### config.mk
export PLATFORM = sky130hd
export DESIGN_NAME = sad_search_ctrl_flat
export DESIGN_NICKNAME = d
export VERILOG_FILES = /design/src/rtl/sad_search_if.sv /design/src/rtl/sad_search_ctrl.sv /design/src/flat_wrapper.sv
export SDC_FILE = /design/constraint.sdc
export NUM_CORES = 1
export LEC_CHECK = 0
export CAP_MARGIN = 10
export CORE_MARGIN = 5
export CORE_UTILIZATION = 45
export CTS_CLUSTER_SIZE = 40
export DETAILED_ROUTE_END_ITERATION = 8
export PLACE_DENSITY = 0.71
export SYNTH_ARGS = -nofsm -noshare
export SYNTH_HDL_FRONTEND = slang
export SYNTH_SLANG_ARGS = --single-unit
export TNS_END_PERCENT = 100
### constraint.sdc
create_clock -name clk -period 4.98 [get_ports clk]
set_input_delay 1.494 -clock clk [delete_from_list [all_inputs] [get_ports clk]]
set_output_delay 1.494 -clock clk [all_outputs]
set_load 0.005 [all_outputs]
### src/rtl/sad_search_if.sv
// sad_search_if: row-fetch, SAD datapath and result signals of sad_search_ctrl.
// SAD_EARLY_TERM_EN adds early_thresh_i / early_term_o.
interface sad_search_if #(
    parameter int ROW_W = 6,
    parameter int ACC_W = 15
);
    logic             start_i;
    logic             busy_o;
    logic             row_req_o;
    logic [ROW_W-1:0] row_idx_o;
    logic             row_valid_i;
    logic [63:0]      row_filter_i;
    logic [63:0]      row_ref_i;
    logic [63:0]      sad_filter_pix_o;
    logic [63:0]      sad_ref_pix_o;
    logic             sad_input_ready_o;
    logic [59:0]      sad_in_i;
    logic             done_o;
    logic [2:0]       best_idx_o;
    logic [ACC_W-1:0] best_sad_o;
`ifdef SAD_EARLY_TERM_EN
    logic [ACC_W-1:0] early_thresh_i;
    logic             early_term_o;
`endif
    modport master (
`ifdef SAD_EARLY_TERM_EN
        input early_thresh_i, output early_term_o,
`endif
        input start_i, row_valid_i, row_filter_i, row_ref_i, sad_in_i,
        output busy_o, row_req_o, row_idx_o, sad_filter_pix_o, sad_ref_pix_o,
        output sad_input_ready_o, done_o, best_idx_o, best_sad_o
    );
    modport slave (
`ifdef SAD_EARLY_TERM_EN
        output early_thresh_i, input early_term_o,
`endif
        output start_i, row_valid_i, row_filter_i, row_ref_i, sad_in_i,
        input busy_o, row_req_o, row_idx_o, sad_filter_pix_o, sad_ref_pix_o,
        input sad_input_ready_o, done_o, best_idx_o, best_sad_o
    );
endinterface

### src/rtl/sad_search_ctrl.sv
// sad_search_ctrl: sequences a sub-pel SAD search over ROWS rows and picks the best of five candidates.
// Optional SAD_EARLY_TERM_EN: abort once every accumulator exceeds early_thresh.
module sad_search_ctrl #(
    parameter int ROWS  = 8,
    parameter int ROW_W = 6,
    parameter int ACC_W = 15
) (
    input logic clk,
    input logic rst,
    sad_search_if.master bus
);
    typedef enum logic [2:0] {IDLE, FETCH, ACCUM, COMPARE, DONE} state_t;
    state_t           state_q;
    logic [ACC_W-1:0] acc_q [5];
    logic [ACC_W-1:0] acc_d [5];
    logic [ROW_W-1:0] row_cnt_q;
    logic [2:0]       cmp_q, cand_idx_q, best_idx_q, cand_k;
    logic [ACC_W-1:0] cand_sad_q, best_sad_q, cand_v;
    logic             busy_q, row_req_q, ready_q, done_q, take, last_row, stop;
    logic [63:0]      filt_q, ref_q;
`ifdef SAD_EARLY_TERM_EN
    logic [ACC_W-1:0] thresh_q;
    logic             hit_q, early_term_q, over;
`endif
    always_comb begin
        for (int k = 0; k < 5; k++) acc_d[k] = acc_q[k] + ACC_W'(bus.sad_in_i[12*k +: 12]);
        // Scan order F, RH, LH, RQ, LQ; strict less keeps ties with the earlier entry
        cand_k   = cmp_q == 3'd0 ? 3'd2 : cmp_q == 3'd1 ? 3'd1 : cmp_q == 3'd2 ? 3'd3 :
                   cmp_q == 3'd3 ? 3'd0 : 3'd4;
        cand_v   = acc_q[cand_k];
        take     = cmp_q == 3'd0 || cand_v < cand_sad_q;
        last_row = row_cnt_q == ROW_W'(ROWS - 1);
`ifdef SAD_EARLY_TERM_EN
        over = 1'b1;
        for (int k = 0; k < 5; k++) over = over & (acc_d[k] > thresh_q);
        stop = last_row || over;
`else
        stop = last_row;
`endif
    end
    always_ff @(posedge clk) begin
        if (rst) begin
            state_q    <= IDLE;
            acc_q      <= '{default: '0};
            row_cnt_q  <= '0;
            cmp_q      <= '0;
            cand_idx_q <= '0;
            cand_sad_q <= '0;
            best_idx_q <= '0;
            best_sad_q <= '0;
            busy_q     <= 1'b0;
            row_req_q  <= 1'b0;
            ready_q    <= 1'b0;
            done_q     <= 1'b0;
            filt_q     <= '0;
            ref_q      <= '0;
`ifdef SAD_EARLY_TERM_EN
            thresh_q     <= '0;
            hit_q        <= 1'b0;
            early_term_q <= 1'b0;
`endif
        end else begin
            case (state_q)
                IDLE: if (bus.start_i) begin
                    state_q   <= FETCH;
                    acc_q     <= '{default: '0};
                    row_cnt_q <= '0;
                    busy_q    <= 1'b1;
                    row_req_q <= 1'b1;
`ifdef SAD_EARLY_TERM_EN
                    thresh_q     <= bus.early_thresh_i;
                    hit_q        <= 1'b0;
                    early_term_q <= 1'b0;
`endif
                end
                FETCH: if (bus.row_valid_i) begin
                    state_q   <= ACCUM;
                    filt_q    <= bus.row_filter_i;
                    ref_q     <= bus.row_ref_i;
                    row_req_q <= 1'b0;
                    ready_q   <= 1'b1;
                end
                ACCUM: begin
                    acc_q     <= acc_d;
                    row_cnt_q <= row_cnt_q + 1'b1;
                    ready_q   <= 1'b0;
                    state_q   <= stop ? COMPARE : FETCH;
                    row_req_q <= !stop;
                    cmp_q     <= '0;
`ifdef SAD_EARLY_TERM_EN
                    hit_q <= stop && !last_row;
`endif
                end
                COMPARE: begin
                    cand_idx_q <= take ? cand_k : cand_idx_q;
                    cand_sad_q <= take ? cand_v : cand_sad_q;
                    cmp_q      <= cmp_q + 1'b1;
                    if (cmp_q == 3'd4) begin
                        best_idx_q <= take ? cand_k : cand_idx_q;
                        best_sad_q <= take ? cand_v : cand_sad_q;
                        done_q     <= 1'b1;
                        state_q    <= DONE;
`ifdef SAD_EARLY_TERM_EN
                        early_term_q <= hit_q;
`endif
                    end
                end
                DONE: begin
                    done_q  <= 1'b0;
                    busy_q  <= 1'b0;
                    state_q <= IDLE;
                end
                default: state_q <= IDLE;
            endcase
        end
    end
    assign bus.busy_o            = busy_q;
    assign bus.row_req_o         = row_req_q;
    assign bus.row_idx_o         = row_cnt_q;
    assign bus.sad_filter_pix_o  = filt_q;
    assign bus.sad_ref_pix_o     = ref_q;
    assign bus.sad_input_ready_o = ready_q;
    assign bus.done_o            = done_q;
    assign bus.best_idx_o        = best_idx_q;
    assign bus.best_sad_o        = best_sad_q;
`ifdef SAD_EARLY_TERM_EN
    assign bus.early_term_o      = early_term_q;
`endif
endmodule

### src/flat_wrapper.sv
// flat-port wrapper written by rule: the top's interface ports become plain ports
module sad_search_ctrl_flat 
#(
    parameter int ROWS  = 8,
    parameter int ROW_W = 6,
    parameter int ACC_W = 15
)
  (clk, rst, bus_start_i, bus_row_valid_i, bus_row_filter_i, bus_row_ref_i, bus_sad_in_i, bus_busy_o, bus_row_req_o, bus_row_idx_o, bus_sad_filter_pix_o, bus_sad_ref_pix_o, bus_sad_input_ready_o, bus_done_o, bus_best_idx_o, bus_best_sad_o);
  sad_search_if #(.ROW_W(ROW_W), .ACC_W(ACC_W)) bus_i ();
  input logic clk;
  input logic rst;
  input wire logic [$bits(bus_i.start_i)-1:0] bus_start_i;
  input wire logic [$bits(bus_i.row_valid_i)-1:0] bus_row_valid_i;
  input wire logic [$bits(bus_i.row_filter_i)-1:0] bus_row_filter_i;
  input wire logic [$bits(bus_i.row_ref_i)-1:0] bus_row_ref_i;
  input wire logic [$bits(bus_i.sad_in_i)-1:0] bus_sad_in_i;
  output wire logic [$bits(bus_i.busy_o)-1:0] bus_busy_o;
  output wire logic [$bits(bus_i.row_req_o)-1:0] bus_row_req_o;
  output wire logic [$bits(bus_i.row_idx_o)-1:0] bus_row_idx_o;
  output wire logic [$bits(bus_i.sad_filter_pix_o)-1:0] bus_sad_filter_pix_o;
  output wire logic [$bits(bus_i.sad_ref_pix_o)-1:0] bus_sad_ref_pix_o;
  output wire logic [$bits(bus_i.sad_input_ready_o)-1:0] bus_sad_input_ready_o;
  output wire logic [$bits(bus_i.done_o)-1:0] bus_done_o;
  output wire logic [$bits(bus_i.best_idx_o)-1:0] bus_best_idx_o;
  output wire logic [$bits(bus_i.best_sad_o)-1:0] bus_best_sad_o;
  assign bus_i.start_i = bus_start_i;
  assign bus_i.row_valid_i = bus_row_valid_i;
  assign bus_i.row_filter_i = bus_row_filter_i;
  assign bus_i.row_ref_i = bus_row_ref_i;
  assign bus_i.sad_in_i = bus_sad_in_i;
  assign bus_busy_o = bus_i.busy_o;
  assign bus_row_req_o = bus_i.row_req_o;
  assign bus_row_idx_o = bus_i.row_idx_o;
  assign bus_sad_filter_pix_o = bus_i.sad_filter_pix_o;
  assign bus_sad_ref_pix_o = bus_i.sad_ref_pix_o;
  assign bus_sad_input_ready_o = bus_i.sad_input_ready_o;
  assign bus_done_o = bus_i.done_o;
  assign bus_best_idx_o = bus_i.best_idx_o;
  assign bus_best_sad_o = bus_i.best_sad_o;
  sad_search_ctrl #(.ROWS(ROWS), .ROW_W(ROW_W), .ACC_W(ACC_W)) u_core (.clk(clk), .rst(rst), .bus(bus_i));
endmodule
======== After elaboration in Yosys (flattened, before gate mapping) ========
Index checks and enable logic that the tools add are counted.
word-level totals
  word-level logic and storage cells ...... 85
  bits in registers ....................... 255
  output and inout port bits .............. 156
  input port bits ......................... 192
operators by class
  bitwise operators ....................... 1
  add/subtract/negate cells ............... 7
  reduce and logical (&&, ||, !) cells .... 18
  multiplexer cells ....................... 27
  equal/unequal tests ..................... 12
  order comparisons ....................... 2
operator list
  operator               count
  $pmux W75 S2           1
  $add A15 B12 Y15       5
  $mux W75               1
  $bmux W15 S3           1
  $mux W15               3
  $mux W3                8
  $lt A15 B15 Y1         1
  $eq A3 B2 Y1 const B   4
  $pmux W3 S4            1
  $pmux W6 S2            1
  $reduce_and A2 Y1      6
  $reduce_bool A2 Y1     5
  $add A6 B1 Y6 const B  1
  $eq A3 B1 Y1 const B   2
  $eq A3 B3 Y1 const B   2
  $eq A6 B3 Y1 const B   1
  $logic_not A3 Y1       2
  $mux W6                1
  $pmux W1 S2            3
  $pmux W3 S2            1
  $reduce_and A3 Y1      2
  $ge A4 B4 Y1 const B   1
  $mux W1                4
  $ne A2 B2 Y1 const B   2
  8 further kinds        8

======== Longest topological paths before layout ========
Gate-level depths: netlist of run 1.
  depth after elaboration ................. 12
  depth in mapped cells ................... 17
  gate-level depth less buffers ........... 14

======== Least setup slack after synthesis of run 1 ========
Ideal clock, no wire load.
  kind .................................... input to register
  from .................................... input bus_sad_in_i[0]
  to ...................................... register u_core.acc_q[72] (netlist bit)
  library setup time ...................... 0.072 ns
  required time ........................... 4.908 ns
  setup slack ............................. 1.471 ns
  arrival time ............................ 3.437 ns
  buffers on the path ..................... 0
  stages on the path ...................... 8
  path through ............................ ha_1 fa_1 a21o_1 a21oi_1 o21ai_0 a221o_1 o31ai_1 mux2i_1
on the way
  word-level cells in the longest chain between the ends .. 2
ends and longest elaborated chain
  element               RTL line               RTL
  from (decl)           flat_wrapper.sv:16     input wire logic [$bits(bus_i.sad_in_i)-1:0] bus_sad_in_i;
  $add A15 B12 Y15      sad_search_ctrl.sv:26  for (int k = 0; k < 5; k++) acc_d[k] = acc_q[k] + ACC_W'(bus.sad_in_i[12*k +: 12]);
  $pmux W75 S2          sad_search_ctrl.sv:63  case (state_q)
  to (signal assigned)  sad_search_ctrl.sv:44  acc_q <= '{default: '0};
  to (signal assigned)  sad_search_ctrl.sv:66  acc_q <= '{default: '0};
  to (signal assigned)  sad_search_ctrl.sv:84  acc_q <= acc_d;
  to (decl)             sad_search_ctrl.sv:14  logic [ACC_W-1:0] acc_q [5];
Every way passes these cells.
A chain may end at the register's enable or synchronous reset.

======== Worst setup path in the final report of run 1 ========
  from .................................... register u_core.cmp_q[1]
  to ...................................... register u_core.best_sad_q[5], in the netlist u_core.bus.best_sad_o[5]
on the way
  word-level cells in the longest chain between the ends .. 12
  elaborated cells between the ends (all ways) .. 17
  those cells by class .................... order compare: 1; eq/ne: 4; mux: 8; bitwise: 1; reduce/logical: 3
ends and longest elaborated chain
  element                                       RTL line                RTL
  from (decl)                                   sad_search_ctrl.sv:17   logic [2:0] cmp_q, cand_idx_q, best_idx_q, cand_k;
  from (signal assigned)                        sad_search_ctrl.sv:97   cmp_q <= cmp_q + 1'b1;
  $eq A3 B2 Y1                                  sad_search_ctrl.sv:29   cmp_q == 3'd3 ? 3'd0 : 3'd4;
  $mux W3                                       sad_search_ctrl.sv:29
  $mux W3 (3 in series)                         sad_search_ctrl.sv:28   cand_k = cmp_q == 3'd0 ? 3'd2 : cmp_q == 3'd1 ? 3'd1 : cmp_q == 3'd2 ? 3'd3 :
  $not A3 Y4 (not written as such)              sad_search_ctrl.sv:30   cand_v = acc_q[cand_k];
  $bmux W15 S3                                  sad_search_ctrl.sv:30
  $mux W15 (not written as such) (2 in series)  sad_search_ctrl.sv:30
  $lt A15 B15 Y1                                sad_search_ctrl.sv:31   take = cmp_q == 3'd0 || cand_v < cand_sad_q;
  $logic_or A1 B1 Y1                            sad_search_ctrl.sv:31
  $mux W15                                      n/a
  to (signal assigned)                          sad_search_ctrl.sv:100  best_sad_q <= take ? cand_v : cand_sad_q;
  to (decl)                                     sad_search_ctrl.sv:18   logic [ACC_W-1:0] cand_sad_q, best_sad_q, cand_v;
Parallel ways exist; a longest one is shown, timed or not. The select of a mux whose other input is x is not followed.

==> results of run 1 <==
[metal layers]
metal	part of all wire	vias to the layer above	global-route usage
met5	0	-	0
met4	0.035	0	0.0879
met3	0.076	68	0.0441
met2	0.47	436	0.407
met1	0.42	5926	0.326
li1	-	6245	-
[final timing paths]
kind         slack [ns]                                          end                                   startpoint  cells after the start
max                0.27        u_core.bus.best_sad_o[5]$_SDFFE_PP0P_                 u_core.cmp_q[1]$_SDFFE_PP0P_                     12
min reg2reg        0.45  u_core.bus.sad_filter_pix_o[0]$_SDFFE_PP0P_  u_core.bus.sad_filter_pix_o[0]$_SDFFE_PP0P_                      2
min                0.45  u_core.bus.sad_filter_pix_o[0]$_SDFFE_PP0P_  u_core.bus.sad_filter_pix_o[0]$_SDFFE_PP0P_                      2
max reg2reg        0.27        u_core.bus.best_sad_o[5]$_SDFFE_PP0P_                 u_core.cmp_q[1]$_SDFFE_PP0P_                     12
[layout by cell type (no fill, tap or decap), types with 8 or more instances in the layout]
master           synthesis  layout
a21o_1                  20      20
clkdlybuf4s50_1          0     346
nor4b_1                  9       9
dfxtp_1                255     255
mux2i_1                 39      39
o31ai_1                 24      24
o21a_1                  29      29
xnor2_1                 25      25
a211oi_1                15      15
clkinv_2                 0       8
or2_2                   12      12
clkbuf_8                 0       8
clkbuf_16                0      29
inv_1                   31      31
and3_1                  19      19
a311o_1                 13      13
nand2_1                347     347
buf_4                    3      15
xor2_1                  11      11
nor3_1                  17      16
o21bai_1                11      11
o21ai_0                 69      69
o221ai_1                13      13
a22oi_1                 21      21
nor4_1                  20      20
nand3_1                 19      19
ha_1                    79      79
nor2_1                  92      91
a21oi_1                177     177
nand4_1                 20      20
[stage by stage]
| step | cell area (µm²) | util | setup slack (ns) |
|---|---|---|---|
| finish | 17600 | 0.618 | 0.267 |
| global route | 17600 | 0.617 | 0.0501 |
| CTS | 17600 | 0.617 | 0.276 |
| detailed placement | 16600 | 0.583 | 0.289 |
| global placement | 16600 | 0.583 | 0.520 |
| floorplan | 12900 | - | 1.47 |
[power breakdown]
part / switching, mW / total [mW] / internal, mW
combinational: 0.325 / 0.663 / 0.337
clock: 0.850 / 2.14 / 1.29
sequential: 0.0385 / 2.13 / 2.10
[final cells by class]
class | instances | area (µm²)
inverters | 32 | 120
clock buffers | 41 | 851
fillers | 2486 | 10900
well taps | 384 | 480
diodes | 4 | 10.0
clock inverters | 12 | 116
multi-input cells | 1198 | 7320
flip-flops and latches | 255 | 5100
repair buffers | 364 | 3630
[timing repair]
item | in CTS | in global routing
setup endpoints to repair | 0 | 13
hold endpoints to repair | 0 | 0
hold buffers | 0 | 0
[critical path, delay by kind of cell, from the launching register on]
| family | cells | cell delay (ns) |
|---|---|---|
| simple gates | 4 | 1.21 |
| compound gates | 5 | 2.11 |
| flops | 1 | 0.46 |
| buf+inv | 1 | 0.14 |
| fa+ha+maj | 2 | 0.68 |
[synthesized netlist by cell type, drive strengths merged, types with 3 or more instances]
cell type    n
nand2      347
dfxtp      255
a21oi      177
nor2        93
clkbuf      79
ha          79
o21ai       70
mux2i       39
inv         31
o21a        29
o31ai       25
xnor2       25
a22oi       21
a21o        20
buf         20
nand4       20
nor4        20
and3        19
nand3       19
a211oi      17
nor3        17
a311o       13
o221ai      13
or2         12
o21bai      11
xor2        11
nor4b       10
a31oi        7
o211ai       7
o2111ai      6
or3          6
a2111oi      5
a221o        5
a221oi       5
a22o         5
a2bb2oi      5
a32o         5
fa           5
nor2b        4
a211o        3
nand2b       3
nand3b       3
[sequential cells by signal, summed over array words and instances, names as in the netlist, 3 cells and up]
| register | count |
|---|---|
| u_core.acc_q | 75 |
| u_core.bus.best_idx_o | 3 |
| u_core.bus.best_sad_o | 15 |
| u_core.bus.row_idx_o | 6 |
| u_core.bus.sad_filter_pix_o | 64 |
| u_core.bus.sad_ref_pix_o | 64 |
| u_core.cand_idx_q | 3 |
| u_core.cand_sad_q | 15 |
| u_core.cmp_q | 3 |
| u_core.state_q | 3 |
[kinds of logic after synthesis]
logic type / after synthesis / share of synthesized area
muxes: 39 / 0.0302
DFF: 255 / 0.395
and+or+nand+nor: 581 / 0.197
buffers and inverters: 131 / 0.0403
adders and majority gates: 84 / 0.0843
AOI/OAI and AO/OA: 457 / 0.228
xor gates and xnor gates: 36 / 0.0244
==> reports/qor.yml, run 1 <==
timing:
  skew_ns: 0.00822
  rsz0062_at_grt: "no"
  slew_viol_final: 0
  setup_violations: 0
  tightest_slew_ns: 1.03
  fmax_mhz: 212
  finalCritPeriodShare: 0.946
  timing.hold.ws_ns: 0.452
  min_period_ns: 4.71
  setup_tns_ns: 0
  hold_violations: 0
  slew_headroom: 0.309
floorplanning:
  die_h_um: 179
  die-area_um2: 32200
  ioPinCount: 348
  core_region_area_um2: 28500
  placementRows: 62
  die_w_um: 179
  start_util: 0.452
drt:
  ant_nets: 0
  drc_errors: 0
  first_pass_iters: 5
  drtIter0Drc: 921
  viasPerCell: 5.53
  vias: 12700
  routed_wl_um: 43200
  wl_per_cell_um: 18.9
setup_path:
  crit_type: "register to register"
  crit_arrival_ns: 5.14
  crit_slowest_cell: "o211a_1"
  endpoint_kind: "register"
  worst-endpoint-required_ns: 5.40
  cpPeakStageDelay_ns: 0.73
  cpMostUsedCell: "ha_1"
  crit_chain: "inv_1 > ha_1 > nor2_1 > nand2_1 > o221ai_1 > ha_1 > a211o_1 > a21oi_1 > nand2b_1 > o211a_1 > nor4_1 > a311o_1"
  start_kind: "register"
  critPathMaxFanout: 30
finish:
  area_growth_pct: 36.6
  layoutNonFillerInstCount: 2290
  fin_nets: 2156
  post_route_cells_drive_above_1_share: 0.0494
grt:
  grt_pass1_vias: 11700
  grt_pass1_wl_um: 63900
  grt-ovfl-total: 0
  gr-usage-all-layers: 0.247
  antenna_found_initial: 3
  grt_max_degree: 130
clocking:
  clock-root-buffer: "clkbuf_16"
  clockBufferDepth: 3
  post_cts_resized: 0
  path_clk_slew_ns: 0.06
  insertion_delay_ns: 0.54
  htree_levels: 1
  cts_sinks: 255
  cts_buffers: 29
  post-cts-setup-buffer-count: 0
  cts_tree: "yes"
power:
  p_leak_nw: 6.90
  peakVddDrop_v: 0.000262
  power.density_nw_per_um2: 280
  power.total_mw: 4.93
yosys:
  avgSynthCellArea_um2: 8.15
  synth_largest_area_cell: "dfxtp_1"
  yosysSeqAreaShare: 0.395
  ys_ff_latch: 255
  async_flop_share: 0
  netlist_instances: 1583
  synth-main-ff-cell: "dfxtp_1"
  synth_edf_count: 0
  yosysWarningCount: 0
  mappedNetlistNets: 1859
  synth_area_um2: 12900
  post-synth-top-area-fraction: 0.395
  synth_cell_type_count: 64
  synthTopCellsByArea: "dfxtp_1 (40%), nand2_1 (10%), ha_1 (7.7%)"
place:
  place_congestion: 0.945
  io_buffers: 347
  place_inst: 2232
  hpwl_um: 31700
outcome:
  status: "completed"
hold_path:
  hold_path.class: "register to register"
run:
  cap_violations: 0
Power figures use the tool's default switching activity.
==> run 2, diff against run 1 <==
- CELL_PAD_IN_SITES_DETAIL_PLACEMENT: default -> 1
- CELL_PAD_IN_SITES_GLOBAL_PLACEMENT: default -> 2
- CORE_UTILIZATION: 45 -> 28
- GPL_ROUTABILITY_DRIVEN: default -> 0
- PLACE_DENSITY: 0.71 -> 0.77
==> reports/qor.yml, run 2 (synthesis gave the netlist of run 1 again) <==
finish:
  fin_nets: 2165  # was 2,156
  area_growth_pct: 39.7  # was 36.6%
  layoutNonFillerInstCount: 2513  # was 2,290
  final_common_cell: "nand2_1"  # unchanged
  final_cell_mix: "nand2_1 (347), clkdlybuf4s50_1 (346), dfxtp_1 (255), a21oi_1 (177), nor2_1 (91)"  # unchanged
  utilization: 0.396  # was 0.618
  largest_register: "u_core.acc_q"  # unchanged
  post_route_cells_drive_above_1_share: 0.0518  # was 0.0494
  n_fill_cell: 5373  # was 2,486
  largest_reg_flops: 75  # unchanged
  stdcell_area_um2: 18000  # was 17,600 µm²
power:
  p_seq_frac: 0.411  # was 0.433
  power.density_nw_per_um2: 288  # was 280 nW/µm²
  cellInternalPower_mw: 3.84  # was 3.72 mW
  p_leak_nw: 6.95  # was 6.90 nW
  peakVddDrop_v: 0.000174  # was 0.000262 V
  p_sw_mw: 1.35  # was 1.21 mW
  power.total_mw: 5.20  # was 4.93 mW
  p_clk_frac: 0.457  # was 0.433
  comb_power_share: 0.132  # was 0.134
  swShare: 0.260  # was 0.246
setup_path:
  r2r_cells: 13  # was 12
  worst-endpoint-required_ns: 5.40  # about the same
  crit_arrival_ns: 5.02  # was 5.14 ns
  crit_type: "register to register"  # unchanged
  r2r-end: "u_core.bus.best_sad_o[3]$_SDFFE_PP0P_"  # was u_core.bus.best_sad_o[5]$_SDFFE_PP0P_
  rrSetupSlack_ns: 0.38  # was 0.27 ns
  critPathMaxFanout: 30  # unchanged
  endpoint_kind: "register"  # unchanged
  r2r_start: "u_core.cmp_q[1]$_SDFFE_PP0P_"  # unchanged
  start_kind: "register"  # unchanged
timing:
  hold_violations: 0  # unchanged
  min_period_ns: 4.60  # was 4.71 ns
  setup_violations: 0  # unchanged
  timing.hold.ws_ns: 0.451  # was 0.452 ns
  finalCritPeriodShare: 0.923  # was 0.946
  tightest_slew_ns: 1.04  # was 1.03 ns
  worst_slack_ns: 0.383  # was 0.267 ns
  slew_headroom: 0.302  # was 0.309
  skew_ns: 0.0203  # was 0.00822 ns
  slew_viol_final: 0  # unchanged
  setup_tns_ns: 0  # unchanged
  rsz0062_at_grt: "no"  # unchanged
  fmax_mhz: 218  # was 212 MHz
floorplanning:
  start_util: 0.284  # was 0.452
  die-area_um2: 50500  # was 32,200 µm²
  die_h_um: 225  # was 179 µm
  ioPinCount: 348  # unchanged
  core_region_area_um2: 45500  # was 28,500 µm²
  die_w_um: 225  # was 179 µm
  placementRows: 78  # was 62
drt:
  drc_errors: 0  # unchanged
  vias: 12800  # was 12,700
  wl_per_cell_um: 20.8  # was 18.9 µm
  first_pass_iters: 5  # unchanged
  routed_wl_um: 52200  # was 43,200 µm
  ant_nets: 0  # unchanged
  viasPerCell: 5.11  # was 5.53
  drtIter0Drc: 689  # was 921
place:
  hpwl_um: 38900  # was 31,700 µm
  post-place-ws_ns: 0.222  # was 0.289 ns
  place_inst: 2453  # was 2,232
  io_buffers: 347  # unchanged
  placed_area_um2: 17000  # was 16,600 µm²
hold_path:
  hold_path.class: "register to register"  # unchanged
  hold_end: "u_core.bus.sad_ref_pix_o[39]$_SDFFE_PP0P_"  # was u_core.bus.sad_filter_pix_o[0]$_SDFFE_PP0P_
  worstHoldStart: "u_core.bus.sad_ref_pix_o[39]$_SDFFE_PP0P_"  # was u_core.bus.sad_filter_pix_o[0]$_SDFFE_PP0P_
  hold_path_depth: 2  # unchanged
grt:
  gr-usage-all-layers: 0.197  # was 0.247
  grt-ovfl-total: 0  # unchanged
  grt_pass1_wl_um: 78800  # was 63,900 µm
  antenna_found_initial: 3  # unchanged
  grt_max_degree: 125  # was 130
  grt_pass1_vias: 13100  # was 11,700
clocking:
  clock-root-buffer: "clkbuf_16"  # unchanged
  cts_buffers: 34  # was 29
  path_clk_slew_ns: 0.06  # about the same
  htree_levels: 2  # was 1
  clockBufferDepth: 3  # unchanged
  post-cts-setup-buffer-count: 0  # unchanged
  cts_tree: "yes"  # unchanged
  insertion_delay_ns: 0.54  # about the same
  cts_sinks: 255  # unchanged
outcome:
  status: "completed"  # unchanged
run:
  cap_violations: 0  # unchanged
## run 2: changes by cell type in the layout (fill, tap and decap cells not counted), sizes merged
cell,delta
clkbuf,+10
buf,+5
clkinv,-3
bufinv,-2
diode,-1
inv,-1
o21ai,-1
## run 2: worst max-delay path, stage by stage (launching register included)
cell and delay, ns:
dfxtp_1 0.45, inv_1 0.14, ha_1 0.31, o21ai_4 0.50, buf_4 0.42, mux2i_1 0.26, o221ai_1 0.28, ha_1 0.42
nand3_1 0.10, a21boi_0 0.12, a211oi_1 0.34, o211a_2 0.64, nor4_1 0.13, a311o_1 0.34
## run 2: area by class of cell
| cell class | count | area (µm²) | area share |
|---|---|---|---|
| antenna | 3 | 7.51 | 0.000416 |
| inverter | 32 | 120 | 0.00666 |
| clock buffer | 51 | 1020 | 0.0563 |
| sequential | 255 | 5100 | 0.283 |
| clock inverter | 6 | 55.1 | 0.00305 |
| multi-input combinational | 1197 | 7310 | 0.406 |
| timing repair buffer | 369 | 3660 | 0.203 |
| tap | 600 | 751 | 0.0416 |
## run 2: routing by layer
| metal | track usage | wire [µm] | vias to the layer above |
|---|---|---|---|
| met3 | 0.0397 | 2570 | 83 |
| li1 | - | - | 6248 |
| met1 | 0.254 | 23000 | 6201 |
| met5 | 0 | 0 | - |
| met4 | 0.0642 | 1670 | 0 |
| met2 | 0.331 | 25000 | 301 |
## run 2: power groups by stage
stage / Combinational (mW) / Clock, mW / Sequential, mW
floorplan: 0.318 / 0 / 2.17
global placement: 0.678 / 0 / 2.18
detailed placement: 0.687 / 0 / 2.18
CTS: 0.692 / 2.47 / 2.14
global route: 0.747 / 2.54 / 2.14
finish: 0.684 / 2.38 / 2.14
## run 2: worst max path at each step
| stage | from | end | slack (ns) | cells after the start |
|---|---|---|---|---|
| after floorplan | bus_sad_in_i[0] | u_core.acc_q[72]$_SDFFE_PP0P_ | 1.47 | 8 |
| after global placement | u_core.cmp_q[1]$_SDFFE_PP0P_ | u_core.bus.best_sad_o[13]$_SDFFE_PP0P_ | 0.44 | 13 |
| after detailed placement | u_core.cmp_q[1]$_SDFFE_PP0P_ | u_core.bus.best_sad_o[3]$_SDFFE_PP0P_ | 0.22 | 13 |
| after CTS | u_core.cmp_q[1]$_SDFFE_PP0P_ | u_core.bus.best_sad_o[3]$_SDFFE_PP0P_ | 0.16 | 13 |
| after global routing | u_core.cmp_q[1]$_SDFFE_PP0P_ | u_core.bus.best_sad_o[11]$_SDFFE_PP0P_ | 0.09 | 13 |
| final | u_core.cmp_q[1]$_SDFFE_PP0P_ | u_core.bus.best_sad_o[3]$_SDFFE_PP0P_ | 0.38 | 13 |
## run 2: what timing repair did
action	4_1_cts	5_1_grt
setup endpoints to repair	0	13
resized for setup	0	1
hold buffers	0	0
